File: config.mk
export PLATFORM = sky130hd
export DESIGN_NAME = spi_xfer_seq_flat
export DESIGN_NICKNAME = d
export VERILOG_FILES = /design/src/rtl/spi_xfer_seq_if.sv /design/src/rtl/spi_xfer_seq.sv /design/src/flat_wrapper.sv
export SDC_FILE = /design/constraint.sdc
export NUM_CORES = 1
export LEC_CHECK = 0
export CORE_MARGIN = 2
export CORE_UTILIZATION = 54
export DETAILED_ROUTE_END_ITERATION = 10
export MAX_ROUTING_LAYER = met4
export PLACE_DENSITY = 0.84
export SYNTH_ARGS = -nofsm -noshare
export SYNTH_HDL_FRONTEND = slang
export SYNTH_SLANG_ARGS = --single-unit
File: constraint.sdc
create_clock -name clk -period 3.5 [get_ports clk]
set_clock_uncertainty 0.05 [all_clocks]
set_input_delay 0.7 -clock clk [delete_from_list [all_inputs] [get_ports clk]]
set_output_delay 0.7 -clock clk [all_outputs]
set_load 0.02 [all_outputs]
File: src/rtl/spi_xfer_seq_if.sv
// Byte handshake between the transaction sequencer and the SPI master engine.
//   master modport : sequencer side (offers TX bytes, receives RX bytes)
//   slave modport  : engine side
// Signals:
//   sp_tx_idle  engine idle
//   sp_tx_dreq  engine can take a byte
//   sp_tx_valid byte offered to the engine
//   sp_tx_data  byte offered to the engine
//   sp_rx_data  received byte
//   sp_rx_valid one-cycle strobe marking sp_rx_data valid
interface spi_xfer_seq_if #(
  parameter int SPI0_0 = 8
);
  logic              sp_tx_idle;
  logic              sp_tx_dreq;
  logic              sp_tx_valid;
  logic [SPI0_0-1:0] sp_tx_data;
  logic [SPI0_0-1:0] sp_rx_data;
  logic              sp_rx_valid;

  modport master (
    input  sp_tx_idle, sp_tx_dreq, sp_rx_data, sp_rx_valid,
    output sp_tx_valid, sp_tx_data
  );

  modport slave (
    output sp_tx_idle, sp_tx_dreq, sp_rx_data, sp_rx_valid,
    input  sp_tx_valid, sp_tx_data
  );
endinterface

File: src/rtl/spi_xfer_seq.sv
// SPI transaction sequencer. Accepts a byte-count command, streams TX FIFO
// bytes (or FILL when the FIFO is dry) into the engine, discards a leading
// number of received bytes and buffers the rest in an RX FIFO.
// Ports:
//   clk, rst                 clock, synchronous active-high reset
//   start, xfer_len, rx_skip command strobe, byte count, leading RX discard
//   busy, done               not-IDLE flag, one-cycle completion pulse
//   tf_wr_en/_data, tf_full  TX FIFO push side
//   rf_rd_en/_data, rf_empty RX FIFO pop side (first-word fall-through)
//   rf_ovf                   sticky RX overflow flag
//   sp                       engine byte handshake (master modport)

// Synchronous FIFO with first-word fall-through read. A push on a full FIFO
// succeeds when a pop happens in the same cycle; a pop on empty is ignored.
module spi_xfer_seq_fifo #(
  parameter int W  = 8,
  parameter int AW = 4
) (
  input  logic         clk,
  input  logic         rst,
  input  logic         wr_en,
  input  logic [W-1:0] wr_data,
  input  logic         rd_en,
  output logic [W-1:0] rd_data,
  output logic         full,
  output logic         empty
);
  logic [W-1:0] mem [2**AW];
  logic [AW:0]  wr_ptr;
  logic [AW:0]  rd_ptr;
  logic         push;
  logic         pop;

  // Extra pointer bit distinguishes full from empty when the indices match.
  assign empty   = (wr_ptr == rd_ptr);
  assign full    = (wr_ptr[AW] != rd_ptr[AW]) && (wr_ptr[AW-1:0] == rd_ptr[AW-1:0]);
  assign pop     = rd_en && !empty;
  assign push    = wr_en && (!full || pop);
  assign rd_data = mem[rd_ptr[AW-1:0]];

  // NOTE: sequential state uses non-blocking assignments so every flop
  // samples the pre-edge values regardless of statement order.
  always_ff @(posedge clk) begin
    if (rst) begin
      wr_ptr <= '0;
      rd_ptr <= '0;
    end else begin
      if (push) wr_ptr <= wr_ptr + (AW+1)'(1);
      if (pop)  rd_ptr <= rd_ptr + (AW+1)'(1);
    end
  end

  // NOTE: storage is deliberately not reset; the pointers alone define which
  // entries are valid, and leaving the array reset-free lets it map to RAM.
  always_ff @(posedge clk) begin
    if (push) mem[wr_ptr[AW-1:0]] <= wr_data;
  end
endmodule

module spi_xfer_seq #(
  parameter int                SPI0_0  = 8,
  parameter int                LEN_W   = 16,
  parameter int                FIFO_AW = 4,
  parameter logic [SPI0_0-1:0] FILL    = 8'hFF
) (
  input  logic                clk,
  input  logic                rst,
  input  logic                start,
  input  logic [LEN_W-1:0]    xfer_len,
  input  logic [LEN_W-1:0]    rx_skip,
  output logic                busy,
  output logic                done,
  input  logic                tf_wr_en,
  input  logic [SPI0_0-1:0]   tf_wr_data,
  output logic                tf_full,
  input  logic                rf_rd_en,
  output logic [SPI0_0-1:0]   rf_rd_data,
  output logic                rf_empty,
  output logic                rf_ovf,
  spi_xfer_seq_if.master      sp
);
  typedef enum logic [1:0] {IDLE, FEED, DRAIN, DONE} state_t;

  state_t            state;
  state_t            state_next;
  logic [LEN_W-1:0]  len;
  logic [LEN_W-1:0]  skip;
  logic [LEN_W-1:0]  tx_cnt;
  logic [LEN_W-1:0]  rx_cnt;
  logic [SPI0_0-1:0] tf_head;
  logic              tf_empty;
  logic              rf_full;
  logic              xfer;
  logic              rx_take;
  logic              rx_keep;
  logic              rx_drop;

  // FEED always offers a byte, so a transfer is just FEED plus engine ready.
  assign xfer    = (state == FEED) && sp.sp_tx_dreq;
  assign rx_take = ((state == FEED) || (state == DRAIN)) && sp.sp_rx_valid && (rx_cnt < len);
  assign rx_keep = rx_take && (rx_cnt >= skip);
  // The FIFO still accepts a push on full when the host pops in that cycle.
  assign rx_drop = rx_keep && rf_full && !rf_rd_en;

  spi_xfer_seq_fifo #(.W(SPI0_0), .AW(FIFO_AW)) u_tx_fifo (
    .clk     (clk),
    .rst     (rst),
    .wr_en   (tf_wr_en),
    .wr_data (tf_wr_data),
    .rd_en   (xfer),
    .rd_data (tf_head),
    .full    (tf_full),
    .empty   (tf_empty)
  );

  spi_xfer_seq_fifo #(.W(SPI0_0), .AW(FIFO_AW)) u_rx_fifo (
    .clk     (clk),
    .rst     (rst),
    .wr_en   (rx_keep),
    .wr_data (sp.sp_rx_data),
    .rd_en   (rf_rd_en),
    .rd_data (rf_rd_data),
    .full    (rf_full),
    .empty   (rf_empty)
  );

  always_ff @(posedge clk) begin
    if (rst) state <= IDLE;
    else     state <= state_next;
  end

  // NOTE: every output of this block gets a default first, so no path can
  // leave one unassigned and infer a latch.
  always_comb begin
    state_next     = state;
    busy           = (state != IDLE);
    done           = 1'b0;
    sp.sp_tx_valid = 1'b0;
    sp.sp_tx_data  = FILL;
    unique case (state)
      IDLE: begin
        if (start) state_next = (xfer_len != '0) ? FEED : DONE;
      end
      FEED: begin
        sp.sp_tx_valid = 1'b1;
        if (!tf_empty) sp.sp_tx_data = tf_head;
        if (xfer && (tx_cnt == len - LEN_W'(1))) state_next = DRAIN;
      end
      DRAIN: begin
        if ((rx_cnt == len) && sp.sp_tx_idle) state_next = DONE;
      end
      DONE: begin
        done       = 1'b1;
        state_next = IDLE;
      end
      default: state_next = IDLE;
    endcase
  end

  always_ff @(posedge clk) begin
    if (rst) begin
      len    <= '0;
      skip   <= '0;
      tx_cnt <= '0;
      rx_cnt <= '0;
      rf_ovf <= 1'b0;
    end else begin
      if ((state == IDLE) && start) begin
        rf_ovf <= 1'b0;
        if (xfer_len != '0) begin
          len    <= xfer_len;
          skip   <= rx_skip;
          tx_cnt <= '0;
          rx_cnt <= '0;
        end
      end
      if (xfer)    tx_cnt <= tx_cnt + LEN_W'(1);
      if (rx_take) rx_cnt <= rx_cnt + LEN_W'(1);
      if (rx_drop) rf_ovf <= 1'b1;
    end
  end
endmodule

File: src/flat_wrapper.sv
// flat-port wrapper written by rule: the top's interface ports become plain ports
module spi_xfer_seq_flat 
#(
  parameter int                SPI0_0  = 8,
  parameter int                LEN_W   = 16,
  parameter int                FIFO_AW = 4,
  parameter logic [SPI0_0-1:0] FILL    = 8'hFF
)
  (clk, rst, start, xfer_len, rx_skip, busy, done, tf_wr_en, tf_wr_data, tf_full, rf_rd_en, rf_rd_data, rf_empty, rf_ovf, sp_sp_tx_idle, sp_sp_tx_dreq, sp_sp_rx_data, sp_sp_rx_valid, sp_sp_tx_valid, sp_sp_tx_data);
  spi_xfer_seq_if #(.SPI0_0(SPI0_0)) sp_i ();
  input  logic clk;
  input  logic rst;
  input  logic start;
  input  logic [LEN_W-1:0] xfer_len;
  input  logic [LEN_W-1:0] rx_skip;
  output logic busy;
  output logic done;
  input  logic tf_wr_en;
  input  logic [SPI0_0-1:0] tf_wr_data;
  output logic tf_full;
  input  logic rf_rd_en;
  output logic [SPI0_0-1:0] rf_rd_data;
  output logic rf_empty;
  output logic rf_ovf;
  input wire logic [$bits(sp_i.sp_tx_idle)-1:0] sp_sp_tx_idle;
  input wire logic [$bits(sp_i.sp_tx_dreq)-1:0] sp_sp_tx_dreq;
  input wire logic [$bits(sp_i.sp_rx_data)-1:0] sp_sp_rx_data;
  input wire logic [$bits(sp_i.sp_rx_valid)-1:0] sp_sp_rx_valid;
  output wire logic [$bits(sp_i.sp_tx_valid)-1:0] sp_sp_tx_valid;
  output wire logic [$bits(sp_i.sp_tx_data)-1:0] sp_sp_tx_data;
  assign sp_i.sp_tx_idle = sp_sp_tx_idle;
  assign sp_i.sp_tx_dreq = sp_sp_tx_dreq;
  assign sp_i.sp_rx_data = sp_sp_rx_data;
  assign sp_i.sp_rx_valid = sp_sp_rx_valid;
  assign sp_sp_tx_valid = sp_i.sp_tx_valid;
  assign sp_sp_tx_data = sp_i.sp_tx_data;
  spi_xfer_seq #(.SPI0_0(SPI0_0), .LEN_W(LEN_W), .FIFO_AW(FIFO_AW), .FILL(FILL)) u_core (.clk(clk), .rst(rst), .start(start), .xfer_len(xfer_len), .rx_skip(rx_skip), .busy(busy), .done(done), .tf_wr_en(tf_wr_en), .tf_wr_data(tf_wr_data), .tf_full(tf_full), .rf_rd_en(rf_rd_en), .rf_rd_data(rf_rd_data), .rf_empty(rf_empty), .rf_ovf(rf_ovf), .sp(sp_i));
endmodule
==> qor.yml, run 1 <==
finalHoldViolCount: 0
gp_congestion: 0.873
post-dp-hpwl_um: 21700
stdcell_count: 1605
place_area_um2: 16700
slew_violations: 0
synth_edf_count: 256
synth_cells: 1082
dieArea_um2: 29600
initial_utilization_pct: 54.9
p_per_area_nw_per_um2: 563
slowest_stage: "mux4_2"
cts_inserted_buffers: 36
leakagePower_uw: 0.00608
period_share_pct: 98.6
setup_tns_ns: 0
synth_most_common_cell: "edfxtp_1"
grt_max_degree: 40
dp_cells: 1536
clk_pin_slew_ns: 0.06
synthTopCellsByArea: "edfxtp_1 (50%), dfxtp_1 (12%), mux4_2 (12%)"
cts_sinks: 351
hp-class: "reg -> reg"
portBuffers: 77
start_kind: "flip-flop"
drc: 0
n_antenna_cell: 0
routed.top_layer: "met4"
grt_pass1_wl_um: 53200
crit_family: "multiplexers"
syn_area_um2: 15300
firstDrtPassIters: 5
slowest_delay_ns: 0.50
arrival_ns: 2.70
grt_pass1_vias: 9483
antenna_left: 0
die_w_um: 172
critPathBufInv: 2
ys_top_cells_by_count: "edfxtp_1 (256), nand2_1 (105), dfxtp_1 (95), nor2_1 (81), mux4_2 (80)"
report.final.setup_viol: 0
synth_top_area_share_pct: 50.4
yosysSeqAreaShare_pct: 62.9
endpoint_kind: "primary output"
drive_gt1_share_pct: 17.9
area_growth_pct: 18.0
crit_type: "reg -> out"
fmax_ghz: 0.290
drt-total-wl_um: 34000
cpMostUsedCell: "mux4_2"
core_um2: 27800
die_h_um: 172
yosys.cell_types.count: 60
max_slew_margin_pct: 55.5
via_count: 9483
cts_tree: "yes"
fin_crit_ns: 3.45
routed-wl-met3_um: 1990
pre_cts_slack_ns: 0.256
wire_per_inst_um: 21.2
synthArstFlopShare_pct: 0
setup_slack_ns: 0.0491
yosysWarnings: 0
required_ns: 2.75
cp_max_fo: 8
viasPerCell: 5.91
clock-root-buffer: "clkbuf_16"
yosys_most_used_dff: "edfxtp_1"
first_iter_violations: 898
grt_setup_unrepaired: "false"
cts_max_level: 2
status: "completed"
path_cells: "buf_16, mux4_2, mux4_2, or2_1, dlygate4sd2_1"
wl_met2_um: 17200
fin_area_um2: 18000
grt_remaining_overflow: 0
ir_drop_mv: 0.401
clk_latency_ns: 0.53
clock_path_buffers: 3
fin_nets: 1307
drv_cap: 0
grt_usage_pct: 24.5
synth_nets: 1188
yosys.area.top_type: "edfxtp_1"
syn_area_per_cell_um2: 14.1
grt_antenna_before_repair: 0
rows: 61
m1WireLength_um: 13700
worst_pin_slew_ns: 0.666
ys_ff_latch: 351
post-route-util_pct: 64.8
num_io_pins: 78
-- cells in the final DEF, fill, tap and decap left out, types with 17 or more instances in the layout --
| master | count |
|---|---|
| a21oi_1 | 62 |
| buf_4 | 48 |
| clkbuf_16 | 36 |
| clkdlybuf4s50_1 | 63 |
| dfxtp_1 | 93 |
| edfxtp_1 | 256 |
| ha_1 | 50 |
| inv_1 | 44 |
| mux4_2 | 80 |
| nand2_1 | 105 |
| nand3_1 | 18 |
| nand4_1 | 17 |
| nor2_1 | 81 |
| nor3_1 | 18 |
| o21ai_0 | 20 |
| xnor2_1 | 26 |
-- per-layer routing --
layer | track usage, % | vias up
met5 | - | -
met4 | 8.51 | 0
met3 | 3.80 | 88
met2 | 41.0 | 347
met1 | 30.7 | 4715
li1 | - | 4333
-- what timing repair did --
item,in CTS,in global routing
resized for setup,26,6
endpoints found under the setup margin,15,6
buffers inserted,2,0
hold buffers,0,0
cloned,3,0
-- report_power, final --
group,internal [uW],total [uW],leakage (uW),switching [uW]
Clock,2160,3770,0.000584,1610
Sequential,4570,4690,0.00308,118
Combinational,733,1680,0.00242,944
-- path summary, 6_finish.rpt --
path	slack, ns	cells past startpoint	end	startpoint
worst max-delay path	0.05	5	sp_sp_tx_data[7]	flip-flop
worst min-delay path	0.40	2	u_core.skip[11]$_SDFFE_PP0P_	u_core.skip[11]$_SDFFE_PP0P_
worst max register to register	0.47	11	u_core.u_rx_fifo.mem[5][0]$_DFFE_PP_	u_core.len[7]$_SDFFE_PP0P_
worst min register to register	0.40	2	u_core.skip[11]$_SDFFE_PP0P_	u_core.skip[11]$_SDFFE_PP0P_
-- sequential cells by signal, summed over array words and instances (netlist names), named ones only --
| name | flops |
|---|---|
| u_core.u_rx_fifo.mem | 128 |
| u_core.u_tx_fifo.mem | 128 |
| u_core.len | 16 |
| u_core.rx_cnt | 16 |
| u_core.skip | 16 |
| u_core.tx_cnt | 16 |
| u_core.u_rx_fifo.rd_ptr | 5 |
| u_core.u_rx_fifo.wr_ptr | 5 |
| u_core.u_tx_fifo.rd_ptr | 5 |
| u_core.u_tx_fifo.wr_ptr | 5 |
| u_core.state | 2 |
| u_core.rf_ovf | 1 |
-- worst min-delay path, cell delays in order (launching register included) --
cell     delay [ns]
dfxtp_1        0.31
nand2_1        0.05
a21oi_1        0.05
-- cell families after synthesis --
| family | synth area share [%] |
|---|---|
| flip-flops | 62.9 |
| AND/OR/NAND/NOR | 9.69 |
| AO/OA/AOI/OAI | 5.63 |
| buffers and inverters | 2.51 |
| multiplexers | 12.8 |
| adder cells (fa/ha/maj) | 4.10 |
| XOR/XNOR | 2.41 |
-- area by class of cell --
cell class	instances	area [um^2]
clock buffer	38	918
clock inverter	26	249
fill	1958	9780
inverter	44	165
multi-input combinational	634	5290
sequential	351	9600
tap	378	473
timing repair buffer	134	1310
-- per-stage QoR --
stage                     total power (uW)  hold WS (ns)
final                                10100         0.403
after CTS                            10200         0.405
after detailed placement              6400         0.396
after global placement                6340         0.396
after global routing                 10500         0.423
after floorplan                       5860         0.386
No activity file was read; power rests on OpenSTA's default activity.
==> run 2, diff against run 1 <==
--- a/config.mk
+++ b/config.mk
@@ -7,9 +7,11 @@
 export LEC_CHECK = 0
 export CORE_MARGIN = 2
 export CORE_UTILIZATION = 54
+export CTS_CLUSTER_DIAMETER = 80
 export DETAILED_ROUTE_END_ITERATION = 10
 export MAX_ROUTING_LAYER = met4
 export PLACE_DENSITY = 0.84
+export SLEW_MARGIN = 20
 export SYNTH_ARGS = -nofsm -noshare
 export SYNTH_HDL_FRONTEND = slang
 export SYNTH_SLANG_ARGS = --single-unit
==> results of run 2 <==
Final layout, timing and power as in run 1 (identical DEF).
==> run 3, diff against run 2 <==
--- a/config.mk
+++ b/config.mk
@@ -11,7 +11,6 @@
 export DETAILED_ROUTE_END_ITERATION = 10
 export MAX_ROUTING_LAYER = met4
 export PLACE_DENSITY = 0.84
-export SLEW_MARGIN = 20
 export SYNTH_ARGS = -nofsm -noshare
 export SYNTH_HDL_FRONTEND = slang
 export SYNTH_SLANG_ARGS = --single-unit
==> results of run 3 <==
Final layout, timing and power as in run 1 (identical DEF).
